===== src/rtl/fifo_wr_arbiter_if.sv =====
// Shared FIFO write-port bus between the producers/FIFO side and the arbiter.
// The master side drives requests, packet marks, data and the FIFO full flag;
// the slave side (the arbiter) returns grants and the FIFO write strobe/data.
interface fifo_wr_arbiter_if #(
  parameter int WIDTH = 16,
  parameter int NREQ  = 4
);
  logic [NREQ-1:0]       req;
  logic [NREQ-1:0]       last;
  logic [NREQ*WIDTH-1:0] data;
  logic                  fifo_full;
  logic [NREQ-1:0]       gnt;
  logic                  fifo_write;
  logic [WIDTH-1:0]      fifo_data_in;

  modport master (
    output req, last, data, fifo_full,
    input  gnt, fifo_write, fifo_data_in
  );

  modport slave (
    input  req, last, data, fifo_full,
    output gnt, fifo_write, fifo_data_in
  );
endinterface


===== src/rtl/fifo_wr_arbiter.sv =====
// Round-robin arbiter sharing one FIFO write port among NREQ producers.
// A producer that starts a multi-beat packet keeps the port until it sends
// the beat marked last; idle owners inside a packet create bubbles rather
// than letting anyone else in. Grants are combinational, so a beat moves on
// the same rising edge as its handshake.
module fifo_wr_arbiter #(
  parameter  int WIDTH = 16,
  parameter  int NREQ  = 4,
  localparam int IW    = $clog2(NREQ)
) (
  input  logic                pclk,
  input  logic                prst,
  fifo_wr_arbiter_if.slave    bus,
  output logic [IW-1:0]       owner,
  output logic                locked,
  output logic [15:0]         wr_count
);

  localparam logic [0:0] ST_IDLE = 1'b0;
  localparam logic [0:0] ST_LOCK = 1'b1;

  logic [0:0]      state_q, state_d;
  logic [IW-1:0]   ptr_q, ptr_d;
  logic [IW-1:0]   owner_q, owner_d;
  logic [15:0]     wr_count_q, wr_count_d;

  logic            win_valid;
  logic [IW-1:0]   win_idx;
  logic [IW-1:0]   cand;
  logic [NREQ-1:0] gnt_c;
  logic [WIDTH-1:0] masked_data [NREQ];
  logic [WIDTH-1:0] data_mux;

  // Successor index in the ring; NREQ need not be a power of two.
  function automatic logic [IW-1:0] next_idx(input logic [IW-1:0] i);
    if (i == IW'(NREQ - 1)) begin
      return '0;
    end
    return i + 1'b1;
  endfunction

  // Pick the winner: the owner while locked, else first requester from ptr.
  always_comb begin
    win_valid = 1'b0;
    win_idx   = '0;
    cand      = ptr_q;
    if (!bus.fifo_full) begin
      if (state_q == ST_LOCK) begin
        win_valid = bus.req[owner_q];
        win_idx   = owner_q;
      end else begin
        for (int k = 0; k < NREQ; k++) begin
          if (!win_valid && bus.req[cand]) begin
            win_valid = 1'b1;
            win_idx   = cand;
          end
          cand = next_idx(cand);
        end
      end
    end
  end

  // Expand the winner into a one-hot grant vector.
  always_comb begin
    gnt_c = '0;
    if (win_valid) begin
      gnt_c[win_idx] = 1'b1;
    end
  end

  // Per-producer data gated by its grant; at most one term is non-zero.
  generate
    for (genvar gi = 0; gi < NREQ; gi++) begin : g_mask
      assign masked_data[gi] = gnt_c[gi] ? bus.data[gi*WIDTH +: WIDTH] : '0;
    end
  endgenerate

  // OR the gated terms together to form the FIFO write data.
  always_comb begin
    data_mux = '0;
    for (int k = 0; k < NREQ; k++) begin
      data_mux = data_mux | masked_data[k];
    end
  end

  // Next-state: packet lock, rotation pointer, owner and beat counter.
  always_comb begin
    state_d    = state_q;
    ptr_d      = ptr_q;
    owner_d    = owner_q;
    wr_count_d = wr_count_q;
    if (win_valid) begin
      wr_count_d = wr_count_q + 16'd1;
      if (state_q == ST_IDLE) begin
        owner_d = win_idx;
        ptr_d   = next_idx(win_idx);
        if (!bus.last[win_idx]) begin
          state_d = ST_LOCK;
        end
      end else if (bus.last[owner_q]) begin
        state_d = ST_IDLE;
        ptr_d   = next_idx(owner_q);
      end
    end
  end

  // State registers; asynchronous reset discards any open packet.
  always_ff @(posedge pclk or negedge prst) begin
    if (!prst) begin
      state_q    <= ST_IDLE;
      ptr_q      <= '0;
      owner_q    <= '0;
      wr_count_q <= '0;
    end else begin
      state_q    <= state_d;
      ptr_q      <= ptr_d;
      owner_q    <= owner_d;
      wr_count_q <= wr_count_d;
    end
  end

  assign bus.gnt          = gnt_c;
  assign bus.fifo_write   = |gnt_c;
  assign bus.fifo_data_in = data_mux;
  assign owner            = owner_q;
  assign locked           = (state_q == ST_LOCK);
  assign wr_count         = wr_count_q;

endmodule


===== src/flat_wrapper.sv =====
// flat-port wrapper written by rule: the top's interface ports become plain ports
module fifo_wr_arbiter_flat 
#(
  parameter  int WIDTH = 16,
  parameter  int NREQ  = 4,
  localparam int IW    = $clog2(NREQ)
)
  (pclk, prst, owner, locked, wr_count, bus_req, bus_last, bus_data, bus_fifo_full, bus_gnt, bus_fifo_write, bus_fifo_data_in);
  fifo_wr_arbiter_if #(.WIDTH(WIDTH), .NREQ(NREQ)) bus_i ();
  input  logic pclk;
  input  logic prst;
  output logic [IW-1:0] owner;
  output logic locked;
  output logic [15:0] wr_count;
  input wire logic [$bits(bus_i.req)-1:0] bus_req;
  input wire logic [$bits(bus_i.last)-1:0] bus_last;
  input wire logic [$bits(bus_i.data)-1:0] bus_data;
  input wire logic [$bits(bus_i.fifo_full)-1:0] bus_fifo_full;
  output wire logic [$bits(bus_i.gnt)-1:0] bus_gnt;
  output wire logic [$bits(bus_i.fifo_write)-1:0] bus_fifo_write;
  output wire logic [$bits(bus_i.fifo_data_in)-1:0] bus_fifo_data_in;
  assign bus_i.req = bus_req;
  assign bus_i.last = bus_last;
  assign bus_i.data = bus_data;
  assign bus_i.fifo_full = bus_fifo_full;
  assign bus_gnt = bus_i.gnt;
  assign bus_fifo_write = bus_i.fifo_write;
  assign bus_fifo_data_in = bus_i.fifo_data_in;
  fifo_wr_arbiter #(.WIDTH(WIDTH), .NREQ(NREQ)) u_core (.pclk(pclk), .prst(prst), .bus(bus_i), .owner(owner), .locked(locked), .wr_count(wr_count));
endmodule

===== config.mk =====
export PLATFORM = sky130hd
export DESIGN_NAME = fifo_wr_arbiter_flat
export DESIGN_NICKNAME = d
export VERILOG_FILES = /design/src/rtl/fifo_wr_arbiter_if.sv /design/src/rtl/fifo_wr_arbiter.sv /design/src/flat_wrapper.sv
export SDC_FILE = /design/constraint.sdc
export NUM_CORES = 1
export LEC_CHECK = 0
export CAP_MARGIN = 10
export CORE_MARGIN = 2
export CORE_UTILIZATION = 42
export CTS_BUF_LIST = sky130_fd_sc_hd__clkbuf_16
export CTS_CLUSTER_SIZE = 20
export DETAILED_ROUTE_END_ITERATION = 12
export PLACE_DENSITY = 0.95
export SYNTH_ARGS = -nofsm -noshare
export SYNTH_HDL_FRONTEND = slang
export SYNTH_SLANG_ARGS = --single-unit

===== constraint.sdc =====
create_clock -name pclk -period 5.9 [get_ports pclk]
set_input_delay 1.18 -clock pclk [delete_from_list [all_inputs] [get_ports pclk]]
set_output_delay 1.18 -clock pclk [all_outputs]
set_load 0.1 [all_outputs]

==> results of run 1 <==
-- logic make-up (layout without fill, tap and decap cells) --
family,Yosys count,in the layout,synth area share [%]
multiplexers,6,6,5.45
XOR/XNOR,16,16,7.31
AO/OA/AOI/OAI,64,64,24.5
AND/OR/NAND/NOR,105,105,27.6
adder cells (fa/ha/maj),6,6,3.72
buffers and inverters,25,129,5.39
flip-flops,21,21,26.0
-- critical path: cells and delay by family --
| kind | cells | cell delay [ns] |
|---|---|---|
| simple gates | 5 | 1.61 |
| buf+inv | 2 | 0.85 |
| mux | 1 | 0.53 |
| compound gates | 1 | 0.20 |
| fa+ha+maj | 1 | 0.20 |
-- layer usage --
metal / wire length [um] / part of all wire [%]
met5: 0 / 0
met4: 157 / 2.1
met3: 753 / 10
met2: 3840 / 51
met1: 2730 / 36
-- timing repair --
item                       4_1_cts  5_1_grt
setup endpoints to repair        0       16
setup buffers                    0        0
gates resized for setup          0        5
-- registers in the layout, indices dropped and copies added (netlist names) --
| register | flops |
|---|---|
| u_core.ptr_q | 2 |
| u_core.wr_count | 16 |
| u_core.locked | 1 |
| u_core.owner | 2 |
-- power by group through the flow --
stage / Clock (W) / Combinational (W) / Sequential, W
after floorplan: 0 / 0.00101 / 0.000454
final: 0.000144 / 0.00180 / 0.000260
after global routing: 0.000149 / 0.00188 / 0.000264
after CTS: 0.000145 / 0.00179 / 0.000256
after detailed placement: 0 / 0.00178 / 0.000256
after global placement: 0 / 0.00175 / 0.000252
-- synthesized netlist by cell type, drive strengths merged, types with 6 or more instances --
cell,n,area share (%)
xor2,11,4.8
a22oi,32,12
nand2,38,7.1
dfrtp,21,26
buf,11,2.8
o21ai,7,1.7
inv,7,1.3
ha,6,3.7
nand3,10,2.7
nor3,12,3.0
nor2,8,1.5
clkbuf,7,1.3
-- metrics by stage --
stage	total power, W	util, %	setup slack, ns	cells	area [sq um]
3_3_place_gp	0.00200	72.2	0.315	397	3390
6_report	0.00221	74.4	0.148	401	3490
3_5_place_dp	0.00204	72.2	0.166	397	3390
5_1_grt	0.00229	74.4	0.0361	401	3490
4_1_cts	0.00219	73.9	0.162	401	3470
2_1_floorplan	0.00146	-	0.499	243	2020
-- final timing paths --
| check | from | endpoint | slack (ns) | cells past startpoint |
|---|---|---|---|---|
| hold / removal | u_core.wr_count[15] | u_core.wr_count[15] | 0.47 | 1 |
| min in group asynchronous | prst | u_core.wr_count[8] | 1.45 | 1 |
| setup reg to reg | u_core.ptr_q[1] | u_core.wr_count[10] | 2.39 | 8 |
| setup / recovery | bus_req[2] | bus_fifo_write | 0.15 | 10 |
| max in group asynchronous | prst | u_core.wr_count[13] | 3.89 | 1 |
| hold reg to reg | u_core.wr_count[15] | u_core.wr_count[15] | 0.47 | 1 |
-- layout make-up --
class	count	area (sq um)	share of cell area (%)
clock inverters	1	5.00	0.143
clock buffers	3	75.1	2.15
inverters	7	26.3	0.753
well taps	54	67.6	1.94
flip-flops and latches	21	526	15.1
repair buffers	118	1380	39.6
multi-input cells	197	1410	40.3
==> flow_summary.toml, run 1 <==
[detailed_routing]
drc = 0
routedWlPerCell_um = 18.6
drt_pass1_iterations = 4
drtIter0Drc = 139
viasPerCell = 6.01
postRouteAntennaNets = 0
routed_wl_um = 7480
vias = 2409

[sta]
final.setup.tns_ns = 0
finClkSkew_ns = 0.00324
finalCriticalPeriod_ns = 5.75
worst_slew_pin_slew_ns = 0.987
clock.fmax_mhz = 174
fin_hold_ws_ns = 0.471
maxSlewViolCount = 0
relSlewSlack_pct = 34.0
setup_viol = 0
finalCritPeriodShare_pct = 97.5
hold_viol_final = 0
rsz0062_at_grt = "no"

[clock_network]
htree_levels = 1
clkSlewWorstSetupHoldPaths_ns = 0.06
tritoncts = "built"
clock_sinks = 21
ctsHoldBuffers = 0
cts_made_buffers = 3
cts-root-buf = "clkbuf_16"
clock_latency_ns = 0.25
clk_path_buf_depth = 2

[synth]
syn_nets = 324
netlist_area_sq_um = 2020
syn_area_per_cell_sq_um = 8.32
ys_types = 53
ys_warn_count = 0
ys_seq_area_share_pct = 26.0
ys.flop_type = "dfrtp_1"
ys_seq_elements = 21
async_flop_share_pct = 100
synth_edf_count = 0
syn_inst = 243

[setup_path]
endpoint_kind = "output pin"
arrival_ns = 4.57
criticalPathCategory = "in -> out"
crit_path_cell_trace = "clkdlybuf4s50_1, nand2b_1, mux4_2, nor3_1, a211o_1, nand2_1, ha_1, and3_1, or4_1, buf_12"
critPathRequiredTime_ns = 4.72
crit_fanout = 15
startpoint_type = "primary input"
cpPeakStageDelay_ns = 0.65
crit_slowest_cell = "clkdlybuf4s50_1"

[power_and_ir_drop]
p_switching_w = 0.00133
pwr-share-seq_pct = 11.8
pwr-share-clk_pct = 6.5
comb_power_share_pct = 81.7
p_per_area_nw_per_um2 = 632
power_leakage_nw = 1.50
internal_power_w = 0.000877
swShare_pct = 60.3
ir_drop_uv = 542

[layout]
nets = 429
layout_commonest_cell = "clkdlybuf4s50_1"
drive_above_1_share_pct = 12.4
antennaDiodeCount = 0
area_delta_synth_final_pct = 72.8
fillCellCount = 320
final_cell_mix = "clkdlybuf4s50_1 (92), nand2_1 (38), a22oi_1 (32)"

[floorplanning]
ios = 115
die_y_um = 73.4
die_area_sq_um = 5380
num_rows = 25
initial_core_util_pct = 43.1
design.core.area_sq_um = 4690
die_w_um = 73.4

[global_route]
antenna_found_initial = 0
gr-usage-met2_pct = 48.7
grt_overflow = 0
grt_usage_pct = 25.9
grt_pass1_vias = 2318
busiest_layer = "met2"
grt_pass1_wl_um = 11000
use_met3_pct = 5.90
grt_max_degree = 25
use_met1_pct = 29.1

[outcome]
status = "finished clean"

[worst_hold_path]
hold_class = "reg -> reg"

[placed_design]
hpwl_um = 5760
port_buffers = 114
routabilityCongestion = 0.880

[job]
drv_cap = 0
Power figures use the tool's default switching activity.
==> run 2, diff against run 1 <==
REMOVE_ABC_BUFFERS = 1   (was not set)
==> flow_summary.toml, run 2 (same netlist as run 1, synthesis figures left out) <==
[outcome]
status = "finished clean"

[setup_path]
arrival_ns = 4.52
startpoint_type = "primary input"
crit_slowest_cell = "clkdlybuf4s50_1"
criticalPathCategory = "in -> out"
critPathRequiredTime_ns = 4.72
crit_fanout = 18
endpoint_kind = "output pin"
cpPeakStageDelay_ns = 0.71
crit_path_cell_trace = "clkdlybuf4s50_1, nand2b_1, mux4_2, nor3_1, a211o_1, nand2_1, ha_1, and3_1, or4_1, buf_12"
ff2ff_setup_slack_ns = 2.38

[clock_network]
cts_made_buffers = 3
clk_path_buf_depth = 2
htree_levels = 1
clock_sinks = 21
clock_latency_ns = 0.25
tritoncts = "built"
post-cts-setup-buffers = 0
cts-root-buf = "clkbuf_16"
ctsHoldBuffers = 0
clkSlewWorstSetupHoldPaths_ns = 0.06

[global_route]
grt_usage_pct = 25.6
grt_max_degree = 25
gr-usage-met2_pct = 45.6
use_met1_pct = 31.0
grt_pass1_wl_um = 10900
grt_overflow = 0
grt_pass1_vias = 2317
use_met3_pct = 3.57
busiest_layer = "met2"
antenna_found_initial = 0

[sta]
finalCriticalPeriod_ns = 5.70
maxSlewViolCount = 0
worst_slew_pin_slew_ns = 1.01
final.setup.tns_ns = 0
clock.fmax_mhz = 176
relSlewSlack_pct = 32.7
setup_slack_ns = 0.202
finClkSkew_ns = 0.00301
setup_viol = 0
rsz0062_at_grt = "no"
finalCritPeriodShare_pct = 96.6
hold_viol_final = 0

[layout]
layout_commonest_cell = "clkdlybuf4s50_1"
area_delta_synth_final_pct = 72.1
drive_above_1_share_pct = 11.6
postLayoutCellArea_sq_um = 3480
fillCellCount = 303
antennaDiodeCount = 0
largest_reg_flops = 16
final_cell_mix = "clkdlybuf4s50_1 (91), nand2_1 (38), a22oi_1 (32)"
final_util_pct = 74.1
nets = 428

[power_and_ir_drop]
ir_drop_uv = 490
power_leakage_nw = 1.51
p_per_area_nw_per_um2 = 631

[floorplanning]
die_y_um = 73.4
num_rows = 25
ios = 115
initial_core_util_pct = 43.1
die_area_sq_um = 5380
design.core.area_sq_um = 4690
die_w_um = 73.4

[worst_hold_path]
hold_class = "reg -> reg"

[detailed_routing]
viasPerCell = 6.14
routedWlPerCell_um = 18.2
postRouteAntennaNets = 0
vias = 2456
routed_wl_um = 7280
drc = 0
drtIter0Drc = 198
drt_pass1_iterations = 4

[job]
drv_cap = 0

[placed_design]
dpl_cell_area_sq_um = 3380
routabilityCongestion = 0.892
hpwl_um = 5470
port_buffers = 114
place_ws_ns = 0.155
-- run 2: changes by cell type in the layout (fill, tap and decap cells not counted), sizes merged --
cell,delta
buf,-1
dlymetal6s2s,+1
clkdlybuf4s50,-1
-- run 2: timing repair --
action	4_1_cts	5_1_grt
setup endpoints to repair	0	17
gates resized for setup	0	4
endpoints found under the hold margin	0	0
-- run 2: critical path: cells and delay by family --
| kind | cells | cell delay (ns) |
|---|---|---|
| and+or+nand+nor | 5 | 1.52 |
| buffers and inverters | 2 | 0.91 |
| muxes | 1 | 0.52 |
| AOI/OAI and AO/OA | 1 | 0.20 |
| adders and majority gates | 1 | 0.19 |
-- run 2: layer usage --
metal	wire length [um]	vias up
li1	-	1119
met1	2640	1160
met2	3680	151
met3	723	26
met4	238	0
met5	0	-
-- run 2: report_power, final --
group	switching, W	internal, W	leakage (nW)
Clock	0.0000506	0.0000909	0.0409
Combinational	0.00120	0.000600	1.20
Sequential	0.0000738	0.000182	0.264
Total	0.00132	0.000873	1.51
-- run 2: cell type report --
| type | count | area [sq um] | share of cell area, % |
|---|---|---|---|
| repair buffers | 117 | 1380 | 39.6 |
| well taps | 54 | 67.6 | 1.94 |
| clock inverters | 1 | 5.00 | 0.144 |
| multi-input cells | 197 | 1400 | 40.3 |
| flip-flops and latches | 21 | 526 | 15.1 |
| clock buffers | 3 | 75.1 | 2.16 |
| inverters | 7 | 26.3 | 0.755 |
-- run 2: stage by stage --
stage | power (W) | std cells | hold slack, ns
after CTS | 0.00218 | 400 | 0.469
after global placement | 0.00201 | 396 | 0.455
after floorplan | 0.00144 | 225 | 0.707
final | 0.00219 | 400 | 0.463
after global routing | 0.00228 | 400 | 0.477
after detailed placement | 0.00203 | 396 | 0.458
-- run 2: worst paths after layout --
check | start | end | cells after the start
worst max-delay path | bus_req[0] | bus_fifo_write | 10
worst min register to register | u_core.wr_count[15] | u_core.wr_count[15] | 1
worst min-delay path | u_core.wr_count[15] | u_core.wr_count[15] | 1
min in group asynchronous | prst | u_core.wr_count[9] | 1
worst max register to register | u_core.ptr_q[1] | u_core.wr_count[9] | 8
max in group asynchronous | prst | u_core.wr_count[2] | 1
==> run 3, diff against run 2 <==
CORE_UTILIZATION = 40   (was 42)
PLACE_DENSITY = 0.92   (was 0.95)
clock period = 6.7 ns   (was 5.9 ns; I/O delays follow)
==> flow_summary.toml, run 3 (same netlist as run 1, synthesis figures left out) <==
[sta]
maxSlewViolCount = 0
clock.fmax_mhz = 161
rsz0062_at_grt = "no"
setup_viol = 0
finalCritPeriodShare_pct = 92.8
worst_slew_pin_slew_ns = 1.04
final.setup.tns_ns = 0
hold_viol_final = 0
relSlewSlack_pct = 30.3
setup_slack_ns = 0.484
finalCriticalPeriod_ns = 6.22
finClkSkew_ns = 0.00216

[clock_network]
post-cts-setup-buffers = 0
tritoncts = "built"
clock_sinks = 21
cts_made_buffers = 3
ctsHoldBuffers = 0
htree_levels = 1
clk_path_buf_depth = 2
clkSlewWorstSetupHoldPaths_ns = 0.06
cts-root-buf = "clkbuf_16"
clock_latency_ns = 0.25
ctsResizeCount = 0

[floorplanning]
num_rows = 25
die_w_um = 75.1
initial_core_util_pct = 42.2
die_area_sq_um = 5640
design.core.area_sq_um = 4790
die_y_um = 75.1
ios = 115

[global_route]
grt_pass1_wl_um = 10200
grt_pass1_vias = 2202
antenna_found_initial = 0
grt_usage_pct = 23.3
grt_max_degree = 26
grt_overflow = 0

[setup_path]
crit_fanout = 18
criticalPathCategory = "in -> out"
endpoint_kind = "output pin"
critPathBufInv = 3
critPathTopFamily = "simple AND/OR/NAND/NOR gates"
cpPeakStageDelay_ns = 0.74
rr_endpoint = "u_core.wr_count[10]"
crit_path_cell_trace = "clkdlybuf4s50_1, and3b_1, nor4b_2, o21ai_0, a211o_1, nand2_1, inv_1, ha_1, and3_1, or4_1, buf_4"
critPathRequiredTime_ns = 5.36
crit_slowest_cell = "clkdlybuf4s50_1"
ff2ff_setup_slack_ns = 3.03
arrival_ns = 4.88
r2r_cells = 8
startpoint_type = "primary input"
crit_start = "bus_req[3]"
reg2reg_from = "u_core.ptr_q[0]"

[layout]
largest_reg_flops = 16
nets = 425
multi_input_area_sq_um = 1390
final_util_pct = 69.5
final_cell_mix = "clkdlybuf4s50_1 (93), nand2_1 (38), a22oi_1 (32)"
antennaDiodeCount = 0
layout_commonest_cell = "clkdlybuf4s50_1"
area_delta_synth_final_pct = 64.7
drive_above_1_share_pct = 10.5
fin_cells = 410
fillCellCount = 379
regArea_sq_um = 526

[job]
drv_cap = 0

[worst_hold_path]
hold_class = "reg -> reg"
min_from = "u_core.wr_count[15]"
hold_end = "u_core.wr_count[15]"
hold_path_depth = 1

[power_and_ir_drop]
swShare_pct = 62.3
comb_power_share_pct = 80.2
ir_drop_uv = 472
p_per_area_nw_per_um2 = 547
p_switching_w = 0.00113
pwr-share-seq_pct = 13.0
pwr-share-clk_pct = 6.8
power_leakage_nw = 1.44
internal_power_w = 0.000686

[placed_design]
routabilityCongestion = 0.946
hpwl_um = 5180
dp.cells = 406
place_ws_ns = 0.532
port_buffers = 114

[detailed_routing]
drtIter0Drc = 120
routedWlPerCell_um = 16.8
viasPerCell = 5.81
drc = 0
routed_wl_um = 6870
drt_pass1_iterations = 4
postRouteAntennaNets = 0
vias = 2381

[outcome]
status = "finished clean"
[run 3: cell types whose count changed in the layout (fill, tap and decap cells not counted), moves of 2 or more]
cell,before,now
clkdlybuf4s50_1,91,93
dlymetal6s2s_1,2,0
buf_12,21,11
buf_4,3,10
[run 3: how the worst max path moves through the flow]
stage,endpoint,depth (start not counted)
global placement,bus_fifo_write,11
detailed placement,bus_fifo_write,11
CTS,bus_fifo_write,11
global route,bus_fifo_write,11
finish,bus_fifo_write,11
floorplan,bus_fifo_data_in[14],10
[run 3: per-stage QoR]
| step | area (sq um) | hold slack [ns] | power [W] |
|---|---|---|---|
| 6_report | 3330 | 0.466 | 0.00182 |
| 5_1_grt | 3330 | 0.478 | 0.00190 |
| 4_1_cts | 3330 | 0.467 | 0.00182 |
| 3_5_place_dp | 3250 | 0.458 | 0.00168 |
| 3_3_place_gp | 3250 | 0.455 | 0.00167 |
| 2_1_floorplan | 1940 | 0.707 | 0.00126 |
[run 3: cell type report]
| type | count | share of cell area, % |
|---|---|---|
| Multi-Input combinational cell | 197 | 41.7 |
| Timing Repair Buffer | 114 | 36.8 |
| Sequential cell | 21 | 15.8 |
| Tap cell | 67 | 2.52 |
| Clock buffer | 3 | 2.26 |
| Inverter | 7 | 0.789 |
| Clock inverter | 1 | 0.150 |
[run 3: power by group through the flow]
stage | registers, W | logic (W) | clock network [W]
after floorplan | 0.000422 | 0.000843 | 0
after global placement | 0.000234 | 0.00143 | 0
after detailed placement | 0.000236 | 0.00145 | 0
after CTS | 0.000235 | 0.00146 | 0.000127
after global routing | 0.000243 | 0.00153 | 0.000133
final | 0.000236 | 0.00146 | 0.000124
[run 3: per-layer routing]
| layer | wire [um] | global-route usage, % | part of all wire [%] | vias up |
|---|---|---|---|---|
| li1 | - | - | - | 1111 |
| met1 | 2580 | 28.6 | 38 | 1120 |
| met2 | 3390 | 41.4 | 49 | 136 |
| met3 | 756 | 4.02 | 11 | 14 |
| met4 | 148 | 7.54 | 2.2 | 0 |
| met5 | 0 | 0 | 0 | - |
